[config.mk]
export PLATFORM = sky130hd
export DESIGN_NAME = sdram_fb_arbiter_flat
export DESIGN_NICKNAME = d
export VERILOG_FILES = /design/src/rtl/sdram_fb_arbiter_pkg.sv /design/src/rtl/sdram_fb_arbiter_if.sv /design/src/rtl/sdram_fb_arbiter_rd_tracker.sv /design/src/rtl/sdram_fb_arbiter.sv /design/src/flat_wrapper.sv
export SDC_FILE = /design/constraint.sdc
export NUM_CORES = 1
export LEC_CHECK = 0
export ABC_AREA = 1
export CORE_AREA = 10 10 125 105
export CTS_BUF_LIST = sky130_fd_sc_hd__clkbuf_4
export DETAILED_ROUTE_END_ITERATION = 7
export DIE_AREA = 0 0 135 115
export PLACE_DENSITY = 0.85
export SLEW_MARGIN = 15
export SYNTH_ARGS = -nofsm -noshare
export SYNTH_HDL_FRONTEND = slang
export SYNTH_SLANG_ARGS = --single-unit
[constraint.sdc]
create_clock -name CLOCK_50 -period 4.01 [get_ports CLOCK_50]
set_input_delay 1.203 -clock CLOCK_50 [delete_from_list [all_inputs] [get_ports CLOCK_50]]
set_output_delay 1.203 -clock CLOCK_50 [all_outputs]
set_load 0.005 [all_outputs]
[src/rtl/sdram_fb_arbiter_pkg.sv]
// -----------------------------------------------------------------------------
// fb_arb_pkg
// Shared types and default constants for the SDRAM frame-buffer arbiter:
//   state_t  - arbiter FSM states
//   gnt_t    - which requester was granted most recently
//   DEF_*    - default parameter values
//   cnt_w()  - width of the burst issued/returned counters
// -----------------------------------------------------------------------------
package fb_arb_pkg;

    typedef enum logic [1:0] {
        IDLE     = 2'd0,
        RD_ISSUE = 2'd1,
        RD_DRAIN = 2'd2,
        WR       = 2'd3
    } state_t;

    typedef enum logic {
        GNT_RD = 1'b0,
        GNT_WR = 1'b1
    } gnt_t;

    localparam int DEF_ADDR_W    = 25;
    localparam int DEF_DATA_W    = 16;
    localparam int DEF_BURST_LEN = 16;
    localparam int DEF_MAX_OUT   = 8;

    // One extra bit so the counters can hold the value BURST_LEN itself.
    function automatic int cnt_w(input int burst_len);
        return $clog2(burst_len) + 1;
    endfunction

endpackage

[src/rtl/sdram_fb_arbiter_if.sv]
// -----------------------------------------------------------------------------
// Bus bundles for sdram_fb_arbiter.
//   fb_req_if : requester side (VGA burst reader + pixel writer).
//               master = requesters, slave = arbiter.
//   fb_avm_if : Avalon-MM link to the SDRAM controller.
//               master = arbiter, slave = SDRAM controller.
// -----------------------------------------------------------------------------
interface fb_req_if
    import fb_arb_pkg::*;
#(
    parameter int ADDR_W = DEF_ADDR_W,
    parameter int DATA_W = DEF_DATA_W
);
    logic              rd_req;
    logic [ADDR_W-1:0] rd_addr;
    logic              rd_grant;
    logic [DATA_W-1:0] rd_data;
    logic              rd_valid;
    logic              rd_done;
    logic              wr_req;
    logic [ADDR_W-1:0] wr_addr;
    logic [DATA_W-1:0] wr_data;
    logic              wr_ack;

    modport master (
        output rd_req, rd_addr, wr_req, wr_addr, wr_data,
        input  rd_grant, rd_data, rd_valid, rd_done, wr_ack
    );

    modport slave (
        input  rd_req, rd_addr, wr_req, wr_addr, wr_data,
        output rd_grant, rd_data, rd_valid, rd_done, wr_ack
    );
endinterface

interface fb_avm_if
    import fb_arb_pkg::*;
#(
    parameter int ADDR_W = DEF_ADDR_W,
    parameter int DATA_W = DEF_DATA_W
);
    logic [ADDR_W-1:0] avm_address;
    logic              avm_read;
    logic              avm_write;
    logic [DATA_W-1:0] avm_writedata;
    logic              avm_waitrequest;
    logic [DATA_W-1:0] avm_readdata;
    logic              avm_readdatavalid;

    modport master (
        output avm_address, avm_read, avm_write, avm_writedata,
        input  avm_waitrequest, avm_readdata, avm_readdatavalid
    );

    modport slave (
        input  avm_address, avm_read, avm_write, avm_writedata,
        output avm_waitrequest, avm_readdata, avm_readdatavalid
    );
endinterface

[src/rtl/sdram_fb_arbiter_rd_tracker.sv]
// -----------------------------------------------------------------------------
// sdram_rd_tracker
// Issued/returned word counters for one read burst.
//   clk_i, rst_i     : clock, synchronous active-high reset
//   clear_i          : hold both counters at zero (no burst in flight)
//   issue_i          : a read command was accepted by the SDRAM this cycle
//   ret_i            : a read word came back this cycle
//   issued_d_o       : issued count as it will be after this edge
//   read_ok_o        : another read may be presented next cycle
//   all_issued_o     : the whole burst will have been issued after this edge
//   all_returned_o   : the whole burst will have returned after this edge
// The outputs look one edge ahead so the arbiter can register avm_read and
// avm_address directly from them.
// -----------------------------------------------------------------------------
module sdram_rd_tracker
    import fb_arb_pkg::*;
#(
    parameter int BURST_LEN = DEF_BURST_LEN,
    parameter int MAX_OUT   = DEF_MAX_OUT,
    parameter int CW        = cnt_w(DEF_BURST_LEN)
) (
    input  logic          clk_i,
    input  logic          rst_i,
    input  logic          clear_i,
    input  logic          issue_i,
    input  logic          ret_i,
    output logic [CW-1:0] issued_d_o,
    output logic          read_ok_o,
    output logic          all_issued_o,
    output logic          all_returned_o
);
    localparam logic [CW-1:0] BL_C = CW'(BURST_LEN);
    localparam logic [CW-1:0] MO_C = CW'(MAX_OUT);

    logic [CW-1:0] issued_q, issued_d;
    logic [CW-1:0] returned_q, returned_d;
    logic [CW-1:0] outstanding;

    always_comb begin
        issued_d   = issued_q;
        returned_d = returned_q;
        if (clear_i) begin
            issued_d   = '0;
            returned_d = '0;
        end else begin
            if (issue_i) issued_d   = issued_q + CW'(1);
            if (ret_i)   returned_d = returned_q + CW'(1);
        end
    end

    always_ff @(posedge clk_i) begin
        if (rst_i) begin
            issued_q   <= '0;
            returned_q <= '0;
        end else begin
            issued_q   <= issued_d;
            returned_q <= returned_d;
        end
    end

    // Outstanding can never exceed MAX_OUT, so equality is the stall test.
    assign outstanding    = issued_d - returned_d;
    assign issued_d_o     = issued_d;
    assign all_issued_o   = (issued_d == BL_C);
    assign all_returned_o = (returned_d == BL_C);
    assign read_ok_o      = (issued_d != BL_C) && (outstanding != MO_C);

endmodule

[src/rtl/sdram_fb_arbiter.sv]
// -----------------------------------------------------------------------------
// sdram_fb_arbiter
// Shares one SDRAM Avalon-MM slave between the VGA line-prefetch reader
// (fixed-length pipelined read bursts) and the pixel writer (single writes).
// Ties alternate round-robin; read pipelining is capped at MAX_OUT words.
//   CLOCK_50 : system clock (rising edge)
//   reset    : synchronous active-high reset
//   req      : fb_req_if.slave  - rd_req/rd_addr/rd_grant/rd_data/rd_valid/
//              rd_done, wr_req/wr_addr/wr_data/wr_ack
//   avm      : fb_avm_if.master - Avalon-MM command/response to SDRAM
// All outputs are registered.
// -----------------------------------------------------------------------------
module sdram_fb_arbiter
    import fb_arb_pkg::*;
#(
    parameter int ADDR_W    = DEF_ADDR_W,
    parameter int DATA_W    = DEF_DATA_W,
    parameter int BURST_LEN = DEF_BURST_LEN,
    parameter int MAX_OUT   = DEF_MAX_OUT
) (
    input  logic     CLOCK_50,
    input  logic     reset,
    fb_req_if.slave  req,
    fb_avm_if.master avm
);
    localparam int CW = cnt_w(BURST_LEN);

    state_t            state_q, state_d;
    gnt_t              last_q, last_d;
    logic [ADDR_W-1:0] base_q, base_d, addr_q, addr_d;
    logic [DATA_W-1:0] wdata_q, wdata_d, rdata_q, rdata_d;
    logic              rd_q, rd_d, wr_q, wr_d;
    logic              grant_q, grant_d, ack_q, ack_d;
    logic              rvalid_q, rvalid_d, rdone_q, rdone_d;

    logic              in_rd, issue, ret, take_rd;
    logic [CW-1:0]     issued_d;
    logic              read_ok, all_issued, all_returned;

    assign in_rd = (state_q == RD_ISSUE) || (state_q == RD_DRAIN);
    assign issue = (state_q == RD_ISSUE) && rd_q && !avm.avm_waitrequest;
    // Read data arriving outside a burst (e.g. after a reset) is dropped.
    assign ret   = in_rd && avm.avm_readdatavalid;
    // On a tie the read wins unless the previous grant was a read.
    assign take_rd = req.rd_req && (!req.wr_req || (last_q == GNT_WR));

    sdram_rd_tracker #(
        .BURST_LEN (BURST_LEN),
        .MAX_OUT   (MAX_OUT),
        .CW        (CW)
    ) u_trk (
        .clk_i          (CLOCK_50),
        .rst_i          (reset),
        .clear_i        (!in_rd),
        .issue_i        (issue),
        .ret_i          (ret),
        .issued_d_o     (issued_d),
        .read_ok_o      (read_ok),
        .all_issued_o   (all_issued),
        .all_returned_o (all_returned)
    );

    always_comb begin
        state_d  = state_q;
        last_d   = last_q;
        base_d   = base_q;
        addr_d   = addr_q;
        wdata_d  = wdata_q;
        rd_d     = 1'b0;
        wr_d     = 1'b0;
        grant_d  = 1'b0;
        ack_d    = 1'b0;
        rvalid_d = ret;
        rdone_d  = ret && all_returned;
        rdata_d  = avm.avm_readdata;
        case (state_q)
            IDLE: begin
                if (take_rd) begin
                    state_d = RD_ISSUE;
                    grant_d = 1'b1;
                    rd_d    = 1'b1;
                    base_d  = req.rd_addr;
                    addr_d  = req.rd_addr;
                end else if (req.wr_req) begin
                    state_d = WR;
                    wr_d    = 1'b1;
                    addr_d  = req.wr_addr;
                    wdata_d = req.wr_data;
                end
            end
            RD_ISSUE: begin
                // Address wraps modulo 2^ADDR_W through the truncating add.
                addr_d = base_q + ADDR_W'(issued_d);
                rd_d   = read_ok;
                if (all_issued) state_d = RD_DRAIN;
            end
            RD_DRAIN: begin
                if (all_returned) begin
                    state_d = IDLE;
                    last_d  = GNT_RD;
                end
            end
            WR: begin
                if (!avm.avm_waitrequest) begin
                    state_d = IDLE;
                    last_d  = GNT_WR;
                    ack_d   = 1'b1;
                end else begin
                    wr_d = 1'b1;
                end
            end
            default: state_d = IDLE;
        endcase
    end

    always_ff @(posedge CLOCK_50) begin
        if (reset) begin
            state_q  <= IDLE;
            last_q   <= GNT_WR;
            base_q   <= '0;
            addr_q   <= '0;
            wdata_q  <= '0;
            rdata_q  <= '0;
            rd_q     <= 1'b0;
            wr_q     <= 1'b0;
            grant_q  <= 1'b0;
            ack_q    <= 1'b0;
            rvalid_q <= 1'b0;
            rdone_q  <= 1'b0;
        end else begin
            state_q  <= state_d;
            last_q   <= last_d;
            base_q   <= base_d;
            addr_q   <= addr_d;
            wdata_q  <= wdata_d;
            rdata_q  <= rdata_d;
            rd_q     <= rd_d;
            wr_q     <= wr_d;
            grant_q  <= grant_d;
            ack_q    <= ack_d;
            rvalid_q <= rvalid_d;
            rdone_q  <= rdone_d;
        end
    end

    assign req.rd_grant      = grant_q;
    assign req.rd_data       = rdata_q;
    assign req.rd_valid      = rvalid_q;
    assign req.rd_done       = rdone_q;
    assign req.wr_ack        = ack_q;
    assign avm.avm_address   = addr_q;
    assign avm.avm_read      = rd_q;
    assign avm.avm_write     = wr_q;
    assign avm.avm_writedata = wdata_q;

endmodule

[src/flat_wrapper.sv]
// flat-port wrapper written by rule: the top's interface ports become plain ports
module sdram_fb_arbiter_flat import fb_arb_pkg::*;
#(
    parameter int ADDR_W    = DEF_ADDR_W,
    parameter int DATA_W    = DEF_DATA_W,
    parameter int BURST_LEN = DEF_BURST_LEN,
    parameter int MAX_OUT   = DEF_MAX_OUT
)
  (CLOCK_50, reset, req_rd_req, req_rd_addr, req_wr_req, req_wr_addr, req_wr_data, req_rd_grant, req_rd_data, req_rd_valid, req_rd_done, req_wr_ack, avm_avm_address, avm_avm_read, avm_avm_write, avm_avm_writedata, avm_avm_waitrequest, avm_avm_readdata, avm_avm_readdatavalid);
  fb_req_if #(.ADDR_W(ADDR_W), .DATA_W(DATA_W)) req_i ();
  fb_avm_if #(.ADDR_W(ADDR_W), .DATA_W(DATA_W)) avm_i ();
  input  logic CLOCK_50;
  input  logic reset;
  input wire logic [$bits(req_i.rd_req)-1:0] req_rd_req;
  input wire logic [$bits(req_i.rd_addr)-1:0] req_rd_addr;
  input wire logic [$bits(req_i.wr_req)-1:0] req_wr_req;
  input wire logic [$bits(req_i.wr_addr)-1:0] req_wr_addr;
  input wire logic [$bits(req_i.wr_data)-1:0] req_wr_data;
  output wire logic [$bits(req_i.rd_grant)-1:0] req_rd_grant;
  output wire logic [$bits(req_i.rd_data)-1:0] req_rd_data;
  output wire logic [$bits(req_i.rd_valid)-1:0] req_rd_valid;
  output wire logic [$bits(req_i.rd_done)-1:0] req_rd_done;
  output wire logic [$bits(req_i.wr_ack)-1:0] req_wr_ack;
  output wire logic [$bits(avm_i.avm_address)-1:0] avm_avm_address;
  output wire logic [$bits(avm_i.avm_read)-1:0] avm_avm_read;
  output wire logic [$bits(avm_i.avm_write)-1:0] avm_avm_write;
  output wire logic [$bits(avm_i.avm_writedata)-1:0] avm_avm_writedata;
  input wire logic [$bits(avm_i.avm_waitrequest)-1:0] avm_avm_waitrequest;
  input wire logic [$bits(avm_i.avm_readdata)-1:0] avm_avm_readdata;
  input wire logic [$bits(avm_i.avm_readdatavalid)-1:0] avm_avm_readdatavalid;
  assign req_i.rd_req = req_rd_req;
  assign req_i.rd_addr = req_rd_addr;
  assign req_i.wr_req = req_wr_req;
  assign req_i.wr_addr = req_wr_addr;
  assign req_i.wr_data = req_wr_data;
  assign req_rd_grant = req_i.rd_grant;
  assign req_rd_data = req_i.rd_data;
  assign req_rd_valid = req_i.rd_valid;
  assign req_rd_done = req_i.rd_done;
  assign req_wr_ack = req_i.wr_ack;
  assign avm_avm_address = avm_i.avm_address;
  assign avm_avm_read = avm_i.avm_read;
  assign avm_avm_write = avm_i.avm_write;
  assign avm_avm_writedata = avm_i.avm_writedata;
  assign avm_i.avm_waitrequest = avm_avm_waitrequest;
  assign avm_i.avm_readdata = avm_avm_readdata;
  assign avm_i.avm_readdatavalid = avm_avm_readdatavalid;
  sdram_fb_arbiter #(.ADDR_W(ADDR_W), .DATA_W(DATA_W), .BURST_LEN(BURST_LEN), .MAX_OUT(MAX_OUT)) u_core (.CLOCK_50(CLOCK_50), .reset(reset), .req(req_i), .avm(avm_i));
endmodule
---- Word-level counts from Yosys, hierarchy flattened ----
Cells that the tools add are included.
storage, ports and cells
  register bits ........................... 101
  input port bits ......................... 88
operators by class
  add/subtract/negate cells ............... 4
  equal/unequal tests ..................... 11
  mux-type cells .......................... 23
  bitwise operators ....................... 3
  reduce and logical (&&, ||, !) cells .... 20
operators with widths
  kind                   count
  $mux W25               2
  $pmux W25 S2           1
  $add A25 B5 Y25        1
  $mux W5                4
  $add A5 B1 Y5 const B  2
  $eq A5 B5 Y1 const B   2
  $mux W2                5
  $pmux W2 S4            1
  $mux W1                7
  $logic_and A1 B1 Y1    6
  $pmux W1 S2            3
  $reduce_and A3 Y1      2
  $ne A5 B4 Y1 const B   1
  $ne A5 B5 Y1 const B   1
  $sub A5 B5 Y5          1
  $eq A2 B2 Y1 const B   2
  $ne A2 B1 Y1 const B   2
  $reduce_and A2 Y1      2
  $reduce_and A4 Y1      1
  $reduce_bool A2 Y1     2
  $reduce_or A2 Y1       2
  $ne A3 B2 Y1 const B   1
  $not A1 Y1             3
  $eq A2 B1 Y1 const B   1
  4 further kinds        6

---- Longest topological paths before layout ----
Gate-level depths: netlist of run 1.
  depth in word-level cells ............... 9
  depth in mapped cells ................... 21

---- Modules after synthesis ----
A second synthesis of run 1 with hierarchy kept.
unflattened totals
  cell total of the unflattened synthesis .. 746
  area, all modules ....................... 5153.7 um^2
modules (own cells, without submodules)
  module            times used  cells an instance  area each (um^2)
  sdram_fb_arbiter  1           646                4481.8
  sdram_rd_tracker  1           100                671.9

---- Least setup slack after synthesis of run 1 ----
No wires, ideal clock.
  path kind ............................... in2reg
  start point ............................. input port avm_avm_waitrequest
  end point ............................... register u_core.addr_q[12], in the netlist u_core.avm.avm_address[12]
  setup time .............................. 0.118 ns
  arrival time ............................ 3.040 ns
  data required time ...................... 3.892 ns
  setup slack ............................. 0.851 ns
  stages on the path ...................... 18
  path through ............................ nor2_1 nand2_1 nand3_1 inv_1 ha_1 fa_1 nand2_1 nand2_1 nand2_1 nand2_1 nand3_1 nand2_2 nand2_1 nor2_1 nor2_1 nor2_1 nand2_1 a21oi_1
on the way
  longest elaborated chain between the ends .. 6
RTL lines
  element                       line                               RTL
  from (decl)                   flat_wrapper.sv:28                 input wire logic [$bits(avm_i.avm_waitrequest)-1:0] avm_avm_waitrequest;
  $logic_not A1 Y1              sdram_fb_arbiter.sv:41             assign issue = (state_q == RD_ISSUE) && rd_q && !avm.avm_waitrequest;
  $logic_and A1 B1 Y1           sdram_fb_arbiter.sv:41
  $mux W5                       sdram_fb_arbiter_rd_tracker.sv:46  if (issue_i) issued_d = issued_q + CW'(1);
  $mux W5                       sdram_fb_arbiter_rd_tracker.sv:42  if (clear_i) begin
  named net u_core.issued_d[0]  sdram_fb_arbiter.sv:37             logic [CW-1:0] issued_d;
  $add A25 B5 Y25               sdram_fb_arbiter.sv:93             addr_d = base_q + ADDR_W'(issued_d);
  $pmux W25 S2                  sdram_fb_arbiter.sv:76             case (state_q)
  to (signal assigned)          sdram_fb_arbiter.sv:134            addr_q <= addr_d;
  to (decl)                     sdram_fb_arbiter.sv:30             logic [ADDR_W-1:0] base_q, base_d, addr_q, addr_d;
The timed path passes the listed nets, and every way through them passes these cells.
A chain may end at the register's enable or synchronous reset.

---- Worst setup path in the final report of run 1 ----
Same ends and word-level chain as after synthesis.

==> results of run 1 <==
-- placed cells by master, fill, tap and decap left out, types with 15 or more instances in the layout --
cell / netlist / routed
dfxtp_1: 101 / 101
nand3_1: 48 / 48
clkdlybuf4s50_1: 0 / 150
nor2_1: 128 / 128
a21oi_1: 53 / 53
inv_1: 93 / 93
nand2_1: 110 / 110
ha_1: 15 / 15
o21ai_1: 27 / 27
o21ai_0: 69 / 69
-- cell usage after synthesis (all sizes together) (4+ instances only) --
library cell / instances / share of area, %
nor2: 133 / 10
ha: 15 / 3.7
nand2: 115 / 8.8
dfxtp: 101 / 40
o21ai: 98 / 9.9
nand3: 50 / 5.1
o211ai: 7 / 1.0
nor3: 7 / 0.79
clkbuf: 21 / 1.5
a21oi: 54 / 5.4
xor2: 6 / 1.0
a31oi: 9 / 1.1
o21bai: 4 / 0.59
inv: 101 / 7.4
nand4: 12 / 1.5
buf: 11 / 1.2
-- cells by family (layout without fill, tap and decap cells) --
kind of cell             Yosys count  after routing  synth area share, %
flip-flops                       101            101                 39.7
adder cells (fa/ha/maj)           16             16                 4.08
other                              0              1                    0
XOR/XNOR                           7              7                 1.20
AO/OA/AOI/OAI                    174            174                 18.3
buffers and inverters            133            275                 10.2
AND/OR/NAND/NOR                  319            319                 26.5
-- cell type report --
cell class              instances  area, sq um  share of cell area (%)
diodes                          1         2.50                  0.0367
clock buffers                  10         75.1                    1.10
clock inverters                 6         37.5                   0.550
inverters                     101          379                    5.56
multi-input cells             516         2550                    37.4
flip-flops and latches        101         2020                    29.6
well taps                     144          180                    2.64
repair buffers                158         1570                    23.1
-- path summary, 6_finish.rpt --
check	startpoint	end	slack, ns	depth (start not counted)
worst max-delay path	avm_avm_waitrequest	u_core.avm.avm_address[12]$_SDFFE_PP0P_	0.58	19
worst max register to register	u_core.state_q[0]$_SDFFE_PP0P_	u_core.avm.avm_address[12]$_SDFFE_PP0P_	0.99	18
worst min-delay path	u_core.base_q[24]$_SDFFE_PP0P_	u_core.base_q[24]$_SDFFE_PP0P_	0.50	2
worst min register to register	u_core.base_q[24]$_SDFFE_PP0P_	u_core.base_q[24]$_SDFFE_PP0P_	0.50	2
-- metal layers --
layer,track usage (%),wire length [um]
met5,0,0
met4,5.44,185
met3,7.89,1620
met2,32.8,7220
met1,24.1,6560
-- worst register-to-register path: stages, from the launching register on --
cell and delay (ns):
dfxtp_1 0.40, inv_1 0.09, ha_1 0.63, nand3_1 0.25, inv_1 0.10, ha_1 0.18, fa_1 0.19, nand2_1 0.07
nand2_1 0.06, nand2_1 0.04, nand2_1 0.10, nand3_1 0.11, nand2_2 0.14, nand2_1 0.08, nor2_1 0.18, nor2_1 0.06
nor2_1 0.08, nand2_1 0.06, a21oi_1 0.12
-- registers in the layout, indices dropped and copies added (netlist names) --
name	cells
u_core.u_trk.issued_q	5
u_core.req.rd_grant	1
u_core.avm.avm_write	1
u_core.last_q	1
u_core.req.rd_done	1
u_core.avm.avm_address	25
u_core.base_q	25
u_core.req.rd_valid	1
u_core.req.rd_data	16
u_core.req.wr_ack	1
u_core.state_q	2
u_core.avm.avm_read	1
u_core.avm.avm_writedata	16
u_core.u_trk.returned_q	5
-- power by group --
part | internal [mW] | switching [mW] | total, mW
registers | 1.25 | 0.172 | 1.42
clock network | 0.133 | 0.337 | 0.470
logic | 0.663 | 0.863 | 1.53
total | 2.04 | 1.37 | 3.42
==> reports/results.txt, run 1 <==
1st-iter DRT viols: 507
PwrDens: 501 mW/mm^2
Setup_tns: 0 ns
Final Max Slew Viols: 0
Yosys warnings: 0
Die Area: 0.0155 sq mm
Share of cells above drive strength 1: 5.16%
Post-synth ARST share: 0%
Cell row count: 34
Postcts setup bufs: 0
Worst Setup End Kind: flop
Syn Area/Cell: 6.79 sq um
Initial core utilization: 48.1%
Run status: finished clean
PortBufs: 150
Max-Cap Viols: 0
Layout area overhead: 33.9%
Die width: 135 um
Final instance area: 0.00682 sq mm
Max_slew headroom: 59.8%
Setup ws final: 0.582 ns
Yosys cell types: 35
Final Setup Violations: 0
Buf/Inv on CP: 2
Clock transition at path regs: 0.16 ns
Final Core Density: 64.4%
Unrepaired setup endpoints after global routing: false
Post-Syn Nets: 854
Dpl cells: 1020
Hold Crit Class: flop to flop
Fill cells: 930
Vias/cell: 5.11
H-tree depth: 3
Skew-Pair Late Insertion Delay: 0.46 ns
TritonCTS Buffers: 9
Crit Path Max Fanout: 6
Pre-antenna DRT Iters: 5
Synth Flop Type: dfxtp_1
Non-Filler Instances: 1037
Vias: 5298
Die height: 115 um
GR Overflow Total: 0
Antenna Nets Post-Route: 0
Core Area: 0.0106 sq mm
GPL Wtd Cong: 0.910
Register bit count reported by yosys: 101
Hold_ws: 0.500 ns
Overall Global Routing Usage: 20.0%
Final Skew: 0.0163 ns
Root Driver: clkbuf_4
WL final: 15600 um
Total power: 3.42 mW
Initial antenna violation count: 1
Period utilisation layout: 85.5%
CP Launch Type: input port
Mapped Area: 0.00509 sq mm
Vias in the first global route: 5163
Worst VDD drop: 342 uV
Detailed placer's ending HPWL: 11600 um
Actual slew at the worst max-slew pin: 0.602 ns
CTS max path bufs: 2
Number of flops mapped to enable cells by yosys: 0
Wire length per cell: 15.0 um
Final Hold Viols: 0
CP Cell Sequence: clkdlybuf4s50_1, nor2_1, nand2_1, nand3_1, inv_1, ha_1, fa_1, nand2_1, nand2_1, nand2_1, nand2_1, nand3_1, nand2_2, nand2_1, nor2_1, nor2_1, nor2_1, nand2_1, a21oi_1
Worst EP required: 4.37 ns
Pin count of the biggest net entering global routing: 53
Num ports: 151
Clock sinks: 101
Area post-placement: 0.00671 sq mm
Worst slack, placed: 0.111 ns
Most repeated library cell on the critical path: nand2_1
Critical-path top delay cell: clkdlybuf4s50_1
Crit path DAT: 3.79 ns
Part of the Yosys area used for sequential elements: 39.7%
Critical path's largest stage delay: 0.44 ns
Top cell family by delay on the critical path: simple AND/OR/NAND/NOR gates
CTS tree: yes
Setup Crit Path Kind: input port to flop
Fmax achieved: 292 MHz
First-pass GRT wire length: 25500 um
Syn Inst Count: 750
Period minus WS final: 3.43 ns
DRC: 0
# resized after CTS: 0
Post-CTS Hold Buffers: 0
Leakage: 2.92 nW
NumNets Final: 991
(Power assumes the default switching activity.)
==> run 2: changes to the inputs <==
CORE_AREA = 10 10 121 101   (was 10 10 125 105)
DIE_AREA = 0 0 131 111   (was 0 0 135 115)
PLACE_DENSITY = 0.91   (was 0.85)
clock period = 4 ns   (was 4.01 ns; I/O delays follow)
==> run 2 against run 1 <==
Die area down 6.3%; global-route usage grew 1.1 points; worst hold slack lost 0.017 ns; cell area hardly changed; utilization is 4.1 points higher; highest routed layer unchanged.
==> reports/results.txt, run 2 (synthesis gave the netlist of run 1 again) <==
NumNets Final: 992 (+0.10%)
Fill cells: 822 (-12%)
Skew-Pair Late Insertion Delay: 0.46 ns (about the same)
Non-Filler Instances: 1033 (-0.39%)
Period minus WS final: 3.43 ns
Leakage: 2.93 nW (about the same)
Root Driver: clkbuf_4
Setup_tns: 0 ns (unchanged)
Num ports: 151 (unchanged)
Run status: finished clean
Sw Pwr: 1.38 mW (+0.85%)
Postcts setup bufs: 0 (unchanged)
Critical path's largest stage delay: 0.50 ns (+0.06 ns)
Actual slew at the worst max-slew pin: 0.624 ns (+0.0215 ns)
Detailed placer's ending HPWL: 11400 um (-1.6%)
WL final: 15300 um (-1.7%)
Setup Crit Path Kind: input port to flop
Die width: 131 um (-3.0%)
Final Skew: 0.0172 ns (+0.000862 ns)
# resized after CTS: 0 (unchanged)
Worst VDD drop: 333 uV (-2.9%)
Pin count of the biggest net entering global routing: 48 (-9.4%)
GR Overflow Total: 0 (unchanged)
Period utilisation layout: 85.7%
CTS max path bufs: 2 (unchanged)
Clock sinks: 101 (unchanged)
1st-iter DRT viols: 480 (-5.3%)
Most repeated library cell on the critical path: nand2_1
Commonest non-fill, non-tap cells in the layout: clkdlybuf4s50_1 (150), nor2_1 (128), nand2_1 (110), dfxtp_1 (101), inv_1 (93)
Vias: 5368 (+1.3%)
Commonest non-fill, non-tap cell in the layout: clkdlybuf4s50_1
Crit Path Max Fanout: 6 (unchanged)
Unrepaired setup endpoints after global routing: false
Initial antenna violation count: 0 (-1)
First-pass GRT wire length: 25300 um (-0.92%)
Overall Global Routing Usage: 21.1% (+1.1 points)
N_diodes: 0 (-1)
Final Max Slew Viols: 0 (unchanged)
Gate power share: 44.6% (about the same)
CTS tree: yes
Final Setup Violations: 0 (unchanged)
CP Launch Type: input port
Worst Setup End Kind: flop
Clk pwr share: 13.6% (-0.2 points)
Layout area overhead: 33.9% (about the same)
Hold Crit Class: flop to flop
DRC: 0 (unchanged)
GPL Wtd Cong: 0.983 (+8.0%)
Sequential share of power: 41.8% (+0.2 points)
Vias in the first global route: 5159 (-0.077%)
Cell row count: 33 (-2.9%)
Dpl cells: 1017 (-0.29%)
Clock transition at path regs: 0.15 ns (about the same)
Initial core utilization: 51.2% (+3.1 points)
Worst EP required: 4.36 ns (about the same)
Die Area: 0.0145 sq mm (-6.3%)
Final Hold Viols: 0 (unchanged)
Core Area: 0.00995 sq mm (-6.1%)
Crit path DAT: 3.79 ns (about the same)
Wire length per cell: 14.8 um (-1.3%)
PortBufs: 150 (unchanged)
Critical-path top delay cell: clkdlybuf4s50_1
PwrDens: 502 mW/mm^2 (+0.31%)
Internal power: 2.04 mW (-0.12%)
Max_slew headroom: 58.3% (-1.4 points)
H-tree depth: 3 (unchanged)
CP Cell Sequence: clkdlybuf4s50_1, inv_1, nand3_1, nand2_1, nand3_1, inv_1, ha_1, fa_1, nand2_1, nand2_1, nand2_1, nand2_1, nand3_1, nand2_2, nand2_1, nor2_1, nor2_1, nor2_1, nand2_1, a21oi_1
Antenna Nets Post-Route: 0 (unchanged)
Max-Cap Viols: 0 (unchanged)
Share of cells above drive strength 1: 5.38% (+0.22 points)
Switching share of total power: 40.4% (+0.23 points)
Pre-antenna DRT Iters: 5 (unchanged)
Post-CTS Hold Buffers: 0 (unchanged)
Vias/cell: 5.20 (+1.7%)
TritonCTS Buffers: 9 (unchanged)
Fmax achieved: 292 MHz
Die height: 111 um (-3.5%)
==> run 2: final timing paths <==
check	from	slack [ns]	endpoint	cells past startpoint
worst min-delay path	u_core.base_q[24]$_SDFFE_PP0P_	0.48	u_core.base_q[24]$_SDFFE_PP0P_	2
worst max register to register	u_core.state_q[0]$_SDFFE_PP0P_	1.02	u_core.avm.avm_address[12]$_SDFFE_PP0P_	18
worst max-delay path	avm_avm_waitrequest	0.57	u_core.avm.avm_address[12]$_SDFFE_PP0P_	20
worst min register to register	u_core.base_q[24]$_SDFFE_PP0P_	0.48	u_core.base_q[24]$_SDFFE_PP0P_	2
==> run 2: metrics by stage <==
step | area [sq um] | total power [mW] | hold WS (ns) | setup WS [ns] | utilization (%)
final | 6820 | 3.43 | 0.483 | 0.570 | 68.5
after global routing | 6820 | 3.68 | 0.531 | 0.300 | 68.5
after global placement | 6710 | 2.93 | 0.455 | 0.258 | 67.4
after floorplan | 5090 | 2.30 | 0.438 | 0.844 | -
after CTS | 6820 | 3.43 | 0.485 | 0.617 | 68.5
after detailed placement | 6710 | 2.96 | 0.465 | 0.161 | 67.4
==> run 2: layout make-up <==
type / instances / area [sq um] / area share [%]
clock inverter: 7 / 42.5 / 0.624
tap: 140 / 175 / 2.57
multi-input combinational: 516 / 2550 / 37.4
inverter: 101 / 379 / 5.56
timing repair buffer: 159 / 1580 / 23.2
clock buffer: 9 / 67.6 / 0.991
sequential: 101 / 2020 / 29.7
==> run 2: worst max-delay path: cells and delay by family <==
kind | cells | cell delay (ns)
simple gates | 14 | 1.27
compound gates | 1 | 0.06
fa+ha+maj | 2 | 0.61
buf+inv | 3 | 0.64
==> run 2: layer usage <==
metal,wire length (um),global-route usage [%],up-vias
li1,-,-,2705
met1,6450,26.5,2402
met2,6790,32.8,239
met3,1810,7.79,22
met4,282,6.37,0
met5,0,0,-
==> run 2: power groups by stage <==
stage               Combinational [mW]  Sequential [mW]  Clock, mW
floorplan                        0.888             1.42          0
global placement                  1.49             1.44          0
detailed placement                1.51             1.44          0
CTS                               1.52             1.43      0.482
global route                      1.71             1.46      0.511
finish                            1.53             1.43      0.467
==> run 3: changes to the inputs <==
PLACE_DENSITY = 0.95   (was 0.91)
==> run 3 against run 2 <==
Power rose by 5.1%; cell area grew 0.64%; flip-flop and latch count unchanged; clock-buffer cell count did not move; sequential power barely moved; global-route usage rose by 0.43 points; die area stayed put; worst hold slack improved by 0.0080 ns; combinational power about the same; register-to-register slack worse by 0.05 ns; routed wire length grew 4.4%; clock power grew 36%; critical endpoint is now u_core.avm.avm_address[22]$_SDFFE_PP0P_; highest routed layer unchanged.
==> reports/results.txt, run 3 (synthesis gave the netlist of run 1 again) <==
Vias/cell: 5.26 (+1.2%)
CTS tree: yes
Hold Crit Class: flop to flop
Root Driver: clkbuf_4
Vias: 5428 (+1.1%)
CP startpoint: avm_avm_waitrequest
Share of cells above drive strength 1: 5.38% (+0.0060 points)
Cell row count: 33 (unchanged)
Gate power share: 42.6% (-2.0 points)
Max-Cap Viols: 0 (unchanged)
Area post-placement: 0.00669 sq mm (-0.30%)
Overall Global Routing Usage: 21.5% (+0.43 points)
Met1 Usage GRT: 26.8% (+0.26 points)
Commonest non-fill, non-tap cell in the layout: clkdlybuf4s50_1
Die width: 131 um (unchanged)
Fmax achieved: 287 MHz (-1.6%)
Worst Setup End Kind: flop
GR peak layer: met2
Vias in the first global route: 5321 (+3.1%)
Wire length per cell: 15.5 um (+4.5%)
DRC: 0 (unchanged)
Crit path DAT: 3.94 ns (+0.15 ns)
WL final: 16000 um (+4.4%)
Internal power: 2.18 mW (+6.7%)
Worst VDD drop: 285 uV (-14%)
CP Launch Type: input port
Commonest non-fill, non-tap cells in the layout: clkdlybuf4s50_1 (150), nor2_1 (128), nand2_1 (110), dfxtp_1 (101), inv_1 (93)
GR Overflow Total: 0 (unchanged)
Die height: 111 um (unchanged)
NumNets Final: 991 (-0.10%)
Final Core Density: 69.0% (+0.44 points)
Final Hold Viols: 0 (unchanged)
Post-CTS Hold Buffers: 0 (unchanged)
Most repeated library cell on the critical path: nand2_1
Final Setup Violations: 0 (unchanged)
Final instance area: 0.00686 sq mm (+0.64%)
Hold Path Origin: u_core.base_q[24]$_SDFFE_PP0P_
Detailed placer's ending HPWL: 11800 um (+3.4%)
Final Max Slew Viols: 0 (unchanged)
Clk pwr share: 17.7% (+4.1 points)
Leakage: 2.94 nW (+0.58%)
CTS max path bufs: 2 (unchanged)
Sequential share of power: 39.7% (-2.1 points)
Pre-antenna DRT Iters: 8 (+3)
Setup ws final: 0.513 ns (-0.0571 ns)
First-pass GRT wire length: 25800 um (+2.1%)
Layout area overhead: 34.7%
Clock transition at path regs: 0.17 ns (+0.02 ns)
Run status: finished clean
Sw Pwr: 1.42 mW (+2.8%)
Pin count of the biggest net entering global routing: 69 (+44%)
Crit Path Max Fanout: 6 (unchanged)
Switching share of total power: 39.5% (-0.88 points)
Postcts setup bufs: 0 (unchanged)
Core Area: 0.00995 sq mm (unchanged)
Max_slew headroom: 58.4% (+0.083 points)
Final Skew: 0.0233 ns (+0.00613 ns)
Worst slack, placed: 0.0447 ns (-0.117 ns)
Num ports: 151 (unchanged)
Initial antenna violation count: 0 (unchanged)
Critical path's largest stage delay: 0.45 ns (-0.05 ns)
Period utilisation layout: 87.2% (+1.4 points)
Met2 Track Usage GR: 33.4% (+0.67 points)
PortBufs: 150 (unchanged)
Setup_tns: 0 ns (unchanged)
Worst EP required: 4.45 ns (+0.09 ns)
Setup Crit Path Kind: input port to flop
Initial core utilization: 51.2% (unchanged)
Clock sinks: 101 (unchanged)
Skew-Pair Late Insertion Delay: 0.51 ns (+0.05 ns)
Antenna Nets Post-Route: 0 (unchanged)
GPL Wtd Cong: 0.957 (-2.7%)
PwrDens: 525 mW/mm^2 (+4.4%)
# resized after CTS: 0 (unchanged)
H-tree depth: 3 (unchanged)
TritonCTS Buffers: 9 (unchanged)
Period minus WS final: 3.49 ns (+0.0571 ns)
Met3 Use GR: 8.46% (+0.67 points)
CP Cell Sequence: clkdlybuf4s50_1, nor2_1, nand2_1, nand3_1, inv_1, ha_1, fa_1, nand2_1, nand2_1, nand2_1, nand2_1, nand3_1, nand2_2, nand2_1, xor2_1, nand2_1, a21oi_1
Unrepaired setup endpoints after global routing: false
N_diodes: 0 (unchanged)
Die Area: 0.0145 sq mm (unchanged)
1st-iter DRT viols: 644 (+34%)
Worst r2r src: u_core.state_q[1]$_SDFFE_PP0P_
Critical-path top delay cell: clkdlybuf4s50_1
Actual slew at the worst max-slew pin: 0.623 ns (-0.00125 ns)
==> run 3: power groups by stage <==
stage	sequential [mW]	clock (mW)	combinational, mW
2_1_floorplan	1.42	0	0.888
3_3_place_gp	1.43	0	1.48
3_5_place_dp	1.44	0	1.52
4_1_cts	1.42	0.643	1.53
5_1_grt	1.46	0.676	1.70
6_report	1.43	0.637	1.54
==> run 3: final timing paths <==
kind                                                                end  slack [ns]  cells after the start
worst max-delay path            u_core.avm.avm_address[22]$_SDFFE_PP0P_        0.51                     17
worst min-delay path                     u_core.base_q[24]$_SDFFE_PP0P_        0.49                      2
worst max register to register  u_core.avm.avm_address[22]$_SDFFE_PP0P_        0.97                     19
worst min register to register           u_core.base_q[24]$_SDFFE_PP0P_        0.49                      2
==> run 3: per-layer routing <==
layer / up-vias / share of wire [%]
li1: 2701 / -
met1: 2453 / 41
met2: 247 / 45
met3: 27 / 12
met4: 0 / 2.2
met5: - / 0
==> run 3: area by class of cell <==
type                    instances  area, sq um
multi-input cells             516         2550
repair buffers                158         1560
clock buffers                   9         67.6
clock inverters                 7          106
flip-flops and latches        101         2020
fillers                       840         3090
well taps                     140          175
inverters                     101          379
==> run 3: critical path: cells and delay by family <==
family / cells / cell delay, ns
xor gates and xnor gates: 1 / 0.15
and+or+nand+nor: 11 / 1.31
buffers and inverters: 2 / 0.52
adders and majority gates: 2 / 0.63
AOI/OAI and AO/OA: 1 / 0.13
==> run 3: through the flow <==
| step | cells | total power [mW] | hold WS (ns) |
|---|---|---|---|
| finish | 1032 | 3.60 | 0.491 |
| global route | 1032 | 3.84 | 0.507 |
| CTS | 1032 | 3.60 | 0.490 |
| detailed placement | 1016 | 2.96 | 0.467 |
| global placement | 1016 | 2.91 | 0.453 |
| floorplan | 750 | 2.30 | 0.438 |
